$ cat config.mk
export PLATFORM = sky130hd
export DESIGN_NAME = z80_wb_bridge
export DESIGN_NICKNAME = d
export VERILOG_FILES = /design/src/rtl/z80_wb_pkg.sv /design/src/rtl/z80_page_mapper.sv /design/src/rtl/z80_wb_bridge.sv
export SDC_FILE = /design/constraint.sdc
export NUM_CORES = 1
export LEC_CHECK = 0
export CORE_ASPECT_RATIO = 0.7
export CORE_MARGIN = 4
export CORE_UTILIZATION = 45
export CTS_CLUSTER_DIAMETER = 40
export DETAILED_ROUTE_END_ITERATION = 8
export PLACE_DENSITY = 0.76
export RECOVER_POWER = 25
export SYNTH_ARGS = -nofsm -noshare
export SYNTH_HDL_FRONTEND = slang
export SYNTH_HIERARCHICAL = 1
export SYNTH_SLANG_ARGS = --single-unit
$ cat constraint.sdc
create_clock -name CLK -period 2.21 [get_ports CLK]
set_input_delay 0.442 -clock CLK [delete_from_list [all_inputs] [get_ports CLK]]
set_output_delay 0.442 -clock CLK [all_outputs]
set_load 0.1 [all_outputs]
$ cat src/rtl/z80_wb_pkg.sv
`default_nettype none
// ============================================================================
// Module      : z80_wb_pkg
// Description : Shared types and constants for the Z80 to Wishbone bridge.
// Revision    : 2.0 - second-generation bridge with mapper, I/O and errors
// ============================================================================
package z80_wb_pkg;

  // Bridge sequencer states, explicitly encoded
  typedef enum logic [1:0] {
    IDLE = 2'd0,
    REQ  = 2'd1,
    HOLD = 2'd2
  } state_t;

  // Qualified Z80 bus cycle kinds
  typedef enum logic [2:0] {
    MEM_RD = 3'd0,
    MEM_WR = 3'd1,
    IO_RD  = 3'd2,
    IO_WR  = 3'd3,
    IACK   = 3'd4
  } cyc_t;

  // Byte handed to the CPU when a read ends in err or timeout
  localparam logic [7:0] ERR_RD_DATA = 8'hFF;

  function automatic logic cyc_is_rd(input cyc_t t);
    return (t == MEM_RD) || (t == IO_RD);
  endfunction

  function automatic logic cyc_is_wr(input cyc_t t);
    return (t == MEM_WR) || (t == IO_WR);
  endfunction

endpackage
`default_nettype wire

$ cat src/rtl/z80_page_mapper.sv
`default_nettype none
// ============================================================================
// Module      : z80_page_mapper
// Description : Four 16 KB page registers with a write port and a
//               combinational slot lookup. Resets to an identity map.
// Revision    : 2.0 - initial mapper for the second-generation bridge
// ============================================================================
module z80_page_mapper #(
  parameter int PAGE_W = 9
) (
  input  logic              clk_i,
  input  logic              rst_i,
  input  logic              we_i,
  input  logic [1:0]        wsel_i,
  input  logic [PAGE_W-1:0] wdat_i,
  input  logic [1:0]        rsel_i,
  output logic [PAGE_W-1:0] page_o
);

  logic [PAGE_W-1:0] page_q [4];

  // Page registers: identity map on reset, single-slot update on write
  always_ff @(posedge clk_i or posedge rst_i) begin
    if (rst_i) begin
      for (int i = 0; i < 4; i++) begin
        page_q[i] <= PAGE_W'(i);
      end
    end else if (we_i) begin
      page_q[wsel_i] <= wdat_i;
    end
  end

  // Lookup reflects the register contents before any same-edge write
  assign page_o = page_q[rsel_i];

endmodule
`default_nettype wire

$ cat src/rtl/z80_wb_bridge.sv
`default_nettype none
// ============================================================================
// Module      : z80_wb_bridge
// Description : Z80 bus strobes to Wishbone B4 classic master. Paged memory
//               window, separate I/O region, nWAIT stall, err/timeout abort,
//               refresh filtering and interrupt-acknowledge vector return.
// Revision    : 2.0 - mapper, I/O region, error handling, data direction
// ============================================================================
module z80_wb_bridge
  import z80_wb_pkg::*;
#(
  parameter int         PAGE_W   = 9,
  parameter int         IO_ADR_W = 16,
  parameter int         TIMEOUT  = 255,
  parameter logic [7:0] IACK_VEC = 8'hFF
) (
  input  logic              CLK,
  input  logic              RESET,
  input  logic [15:0]       z_a,
  input  logic [7:0]        z_do,
  output logic [7:0]        z_di,
  output logic              z_di_oe,
  input  logic              z_nmreq,
  input  logic              z_niorq,
  input  logic              z_nrd,
  input  logic              z_nwr,
  input  logic              z_nm1,
  input  logic              z_nrfsh,
  output logic              z_nwait,
  input  logic              map_we,
  input  logic [1:0]        map_sel,
  input  logic [PAGE_W-1:0] map_dat,
  output logic              wb_cyc_o,
  output logic              wb_stb_o,
  output logic              wb_we_o,
  output logic [PAGE_W+14:0] wb_adr_o,
  output logic [7:0]        wb_dat_o,
  input  logic [7:0]        wb_dat_i,
  output logic              wb_sel_o,
  input  logic              wb_ack_i,
  input  logic              wb_err_i,
  output logic              bus_err_o
);

  localparam int ADR_W = PAGE_W + 15;
  localparam int CNT_W = $clog2(TIMEOUT + 1);

  state_t             state_q, state_d;
  cyc_t               typ_q, typ_d;
  logic [ADR_W-1:0]   adr_q, adr_d;
  logic [7:0]         wdat_q, wdat_d;
  logic               cyc_q, cyc_d;
  logic               we_q, we_d;
  logic               sel_q, sel_d;
  logic [7:0]         di_q, di_d;
  logic               di_oe_q, di_oe_d;
  logic               berr_q, berr_d;
  logic [CNT_W-1:0]   cnt_q, cnt_d;

  logic               w_start;
  cyc_t               w_typ;
  logic               w_is_mem;
  logic               w_release;
  logic               w_tmo;
  logic [CNT_W-1:0]   w_cnt_nxt;
  logic [PAGE_W-1:0]  w_page;
  logic [ADR_W-1:0]   w_mem_adr;
  logic [ADR_W-1:0]   w_io_adr;

  z80_page_mapper #(
    .PAGE_W (PAGE_W)
  ) u_mapper (
    .clk_i  (CLK),
    .rst_i  (RESET),
    .we_i   (map_we),
    .wsel_i (map_sel),
    .wdat_i (map_dat),
    .rsel_i (z_a[15:14]),
    .page_o (w_page)
  );

  assign w_mem_adr = {1'b0, w_page, z_a[13:0]};
  assign w_io_adr  = {1'b1, {(ADR_W-1-IO_ADR_W){1'b0}}, z_a[IO_ADR_W-1:0]};

  // Cycle qualification in priority order; refresh never qualifies
  always_comb begin
    w_start = 1'b1;
    w_typ   = MEM_RD;
    if (!z_nmreq && !z_nrd && z_nrfsh) begin
      w_typ = MEM_RD;
    end else if (!z_nmreq && !z_nwr) begin
      w_typ = MEM_WR;
    end else if (!z_niorq && !z_nrd && z_nm1) begin
      w_typ = IO_RD;
    end else if (!z_niorq && !z_nwr) begin
      w_typ = IO_WR;
    end else if (!z_niorq && !z_nm1) begin
      w_typ = IACK;
    end else begin
      w_start = 1'b0;
    end
  end

  assign w_is_mem = (w_typ == MEM_RD) || (w_typ == MEM_WR);

  // Originating strobe pair fully released, so a held strobe never retriggers
  always_comb begin
    w_release = 1'b0;
    case (typ_q)
      MEM_RD:  w_release = z_nmreq & z_nrd;
      MEM_WR:  w_release = z_nmreq & z_nwr;
      IO_RD:   w_release = z_niorq & z_nrd;
      IO_WR:   w_release = z_niorq & z_nwr;
      IACK:    w_release = z_niorq & z_nm1;
      default: w_release = 1'b1;
    endcase
  end

  // Counter value for this stb cycle; abort when it reaches TIMEOUT
  assign w_cnt_nxt = (cnt_q == CNT_W'(TIMEOUT)) ? cnt_q : cnt_q + CNT_W'(1);
  assign w_tmo     = (w_cnt_nxt == CNT_W'(TIMEOUT));

  // Next-state logic for the sequencer and all registered outputs
  always_comb begin
    state_d = state_q;
    typ_d   = typ_q;
    adr_d   = adr_q;
    wdat_d  = wdat_q;
    cyc_d   = cyc_q;
    we_d    = we_q;
    sel_d   = sel_q;
    di_d    = di_q;
    di_oe_d = di_oe_q;
    berr_d  = 1'b0;
    cnt_d   = cnt_q;
    case (state_q)
      IDLE: begin
        if (w_start) begin
          typ_d = w_typ;
          if (w_typ == IACK) begin
            state_d = HOLD;
            di_d    = IACK_VEC;
            di_oe_d = 1'b1;
          end else begin
            state_d = REQ;
            adr_d   = w_is_mem ? w_mem_adr : w_io_adr;
            wdat_d  = z_do;
            cyc_d   = 1'b1;
            sel_d   = 1'b1;
            we_d    = cyc_is_wr(w_typ);
            cnt_d   = '0;
          end
        end
      end
      REQ: begin
        cnt_d = w_cnt_nxt;
        // err beats a simultaneous ack; a timeout yields to a real ack
        if (wb_err_i || (w_tmo && !wb_ack_i)) begin
          state_d = HOLD;
          cyc_d   = 1'b0;
          sel_d   = 1'b0;
          we_d    = 1'b0;
          berr_d  = 1'b1;
          if (cyc_is_rd(typ_q)) begin
            di_d    = ERR_RD_DATA;
            di_oe_d = 1'b1;
          end
        end else if (wb_ack_i) begin
          state_d = HOLD;
          cyc_d   = 1'b0;
          sel_d   = 1'b0;
          we_d    = 1'b0;
          if (cyc_is_rd(typ_q)) begin
            di_d    = wb_dat_i;
            di_oe_d = 1'b1;
          end
        end
      end
      HOLD: begin
        if (w_release) begin
          state_d = IDLE;
          di_oe_d = 1'b0;
        end
      end
      default: state_d = IDLE;
    endcase
  end

  // State and output registers; reset aborts any cycle in flight
  always_ff @(posedge CLK or posedge RESET) begin
    if (RESET) begin
      state_q <= IDLE;
      typ_q   <= MEM_RD;
      adr_q   <= '0;
      wdat_q  <= '0;
      cyc_q   <= 1'b0;
      we_q    <= 1'b0;
      sel_q   <= 1'b0;
      di_q    <= '0;
      di_oe_q <= 1'b0;
      berr_q  <= 1'b0;
      cnt_q   <= '0;
    end else begin
      state_q <= state_d;
      typ_q   <= typ_d;
      adr_q   <= adr_d;
      wdat_q  <= wdat_d;
      cyc_q   <= cyc_d;
      we_q    <= we_d;
      sel_q   <= sel_d;
      di_q    <= di_d;
      di_oe_q <= di_oe_d;
      berr_q  <= berr_d;
      cnt_q   <= cnt_d;
    end
  end

  // Stall while waiting on Wishbone, including the qualifying cycle itself
  assign z_nwait = RESET |
                   ~((state_q == REQ) ||
                     ((state_q == IDLE) && w_start && (w_typ != IACK)));

  assign wb_cyc_o  = cyc_q;
  assign wb_stb_o  = cyc_q;
  assign wb_we_o   = we_q;
  assign wb_sel_o  = sel_q;
  assign wb_adr_o  = adr_q;
  assign wb_dat_o  = wdat_q;
  assign z_di      = di_q;
  assign z_di_oe   = di_oe_q;
  assign bus_err_o = berr_q;

endmodule
`default_nettype wire

==> impl_metrics.toml <==
[placed_design]
placed_cells = 565
port_buffers = 100
dp_hpwl_mm = 7.34
dpl_cell_area_sq_mm = 0.00557
place.gp.congestion = 0.882

[detailed_routing]
initialDrtViolationCount = 291
wl_mm = 9.94
routedWlPerCell_um = 17.1
num_vias = 3147
viasPerCell = 5.42
ant_nets = 0
drc = 0
drtPass1Iterations = 4

[clock_network]
cts_num_sinks = 93
clk_latency_ns = 0.34
cts.clk_slew.worst_paths_ns = 0.07
post_cts_buffers = 0
cts_tree = "built"
cts.hold.buffers_added = 0
h-tree-depth = 3
cts_root_buffer = "clkbuf_16"
numCtsBuffers = 9
clock_path_buffers = 2

[synth]
synth-edff-count = 0
yosys_warnings = 6
seq_area_frac_synth_pct = 53.3
netlist_area_sq_mm = 0.00437
yosysUniqueCellTypes = 55
syn_nets = 381
synth_cells = 326
synth-seq-cells = 93
synth.avg_cell_area_sq_um = 13.4
synth_flop_cell = "dfrtp_1"
synthArstFlopShare_pct = 100

[floorplan]
row_count = 29
core_sq_mm = 0.00925
dieArea_sq_mm = 0.0114
die_w_um = 126
die_h_um = 90.5
initial_utilization_pct = 47.3
io-pin-count = 101

[critical_path]
endpoint_kind = "output pin"
worstPathArrival_ns = 1.72
worstSetupStartpointType = "input port"
crit_required_ns = 1.77
crit_fanout = 6
worstSetupPathType = "input port to output pin"

[layout]
fin_cells = 581
n_fill_cell = 708
multi_input_area_sq_mm = 0.00194
nNetsFinal = 507
final_area_sq_mm = 0.00584
antenna-diode-count = 0
final_layout_size_suffix_gt1_share_pct = 41.1
regArea_sq_mm = 0.00233
syn_to_final_growth_pct = 33.5

[sta]
hold_viol = 0
slew_viol_final = 0
period_needed_ns = 2.16
skew_ns = 0.00712
max_freq_ghz = 0.463
setup_violations = 0
fin_crit_sh_pct = 97.7
whs_ns = 0.482
slew_headroom_pct = 42.6
tightest_slew_ns = 0.861
rsz0062_at_grt = "no"

[global_routing]
grt_pass1_vias = 3243
grt_max_degree = 58
grt_pass1_wl_mm = 16.5
antenna_found_initial = 0
grtUsageTotal_pct = 17.8
grt_overflow = 0

[job]
max_cap_viol_count = 0

[min_path]
hold_path_class = "register to register"

[outcome]
status = "finished, final reports clean"
-- critical path: stages --
cell,delay [ns]
dlygate4sd2_1,0.29
buf_4,0.18
a2111o_1,0.43
nand2_2,0.14
nand2_8,0.06
buf_12,0.16
-- metrics by stage --
step / TNS, ns / setup slack [ns] / utilization, %
3_3_place_gp: -12.84 / -0.417 / 60.2
6_report: 0 / 0.0514 / 63.1
2_1_floorplan: 0 / 0.00321 / -
3_5_place_dp: -15.38 / -0.485 / 60.2
5_1_grt: 0 / 0.0131 / 63.1
4_1_cts: 0 / 0.00749 / 63.5
-- path summary, 6_finish.rpt --
kind                            start             endpoint  slack [ns]  cells after the start
max                             z_nwr              z_nwait        0.05                      6
min                           z_di_oe              z_di_oe        0.48                      1
max reg2reg                state_q[0]              z_di[1]        0.18                      6
min reg2reg                   z_di_oe              z_di_oe        0.48                      1
max in group asynchronous       RESET   u_mapper/page_q[2]        0.77                      3
min in group asynchronous       RESET  u_mapper/page_q[33]        0.91                      3
-- synthesized netlist by cell type (2+ instances only) --
library cell / n / area (sq um)
nor2_1: 9 / 33.8
a21o_1: 8 / 60.1
buf_12: 2 / 40.0
inv_1: 9 / 33.8
o31ai_1: 7 / 52.6
nand2b_1: 5 / 31.3
o41ai_1: 3 / 26.3
nor3_2: 2 / 20.0
nor2b_1: 3 / 18.8
nor3_1: 2 / 10.0
mux2_2: 46 / 518
buf_4: 3 / 22.5
a2111o_1: 2 / 22.5
dfstp_2: 4 / 105
buf_2: 4 / 20.0
a21oi_1: 11 / 55.1
nand3b_2: 2 / 22.5
mux2_4: 18 / 270
nor3b_1: 2 / 15.0
nand2_1: 18 / 67.6
a31oi_1: 7 / 43.8
o22a_1: 10 / 87.6
o21ai_0: 14 / 70.1
dfrtp_1: 89 / 2230
and3_1: 2 / 12.5
clkbuf_1: 3 / 11.3
and2_1: 2 / 12.5
mux4_2: 9 / 203
nand3_1: 4 / 20.0
-- logic make-up (layout without fill, tap and decap cells) --
| kind of cell | Yosys count | in the layout | synth area share (%) |
|---|---|---|---|
| flops | 93 | 93 | 53.3 |
| compound gates | 74 | 74 | 11.8 |
| mux | 74 | 74 | 22.9 |
| simple gates | 61 | 61 | 8.44 |
| buf+inv | 23 | 154 | 3.26 |
| fa+ha+maj | 1 | 1 | 0.286 |
-- sequential cells by signal, indices dropped and copies added (netlist names), 2 cells and up --
register	count
wb_dat_o	8
z_di	8
typ_q	3
u_mapper/page_q	36
wb_adr_o	24
cnt_q	8
state_q	2
-- layout by cell type, fill, tap and decap left out, drive strengths merged, types with 3 or more instances in the layout --
cell / n
mux2: 64
o31ai: 7
inv: 11
nor2b: 3
dlygate4sd2: 3
nand2b: 6
nor3b: 3
mux4: 9
clkinvlp: 4
a21oi: 11
a31oi: 7
o41ai: 3
clkbuf: 23
nand3: 5
buf: 64
nor3: 4
o22a: 10
o21ai: 15
dfrtp: 89
nor2: 10
clkdlybuf4s50: 45
dfstp: 4
a21o: 8
nand2: 18
-- cell type report --
type,count,share of cell area [%]
Clock buffer,9,3.86
Clock inverter,7,1.16
Inverter,9,0.643
Multi-Input combinational cell,210,33.2
Sequential cell,93,39.9
Tap cell,124,2.66
Timing Repair Buffer,129,18.5
-- routing by layer --
layer | part of all wire, % | GRT usage [%]
met5 | 0 | 0
met4 | 0.35 | 3.75
met3 | 5.1 | 5.44
met2 | 49 | 29.0
met1 | 46 | 23.8
-- repair_timing --
item | CTS | global route
resized for setup | 16 | 4
endpoints found under the setup margin | 8 | 3
pin swaps | 3 | 4
Power is not shown: default switching activity piles up to over one toggle a cycle in this logic, so the estimate is an artifact.
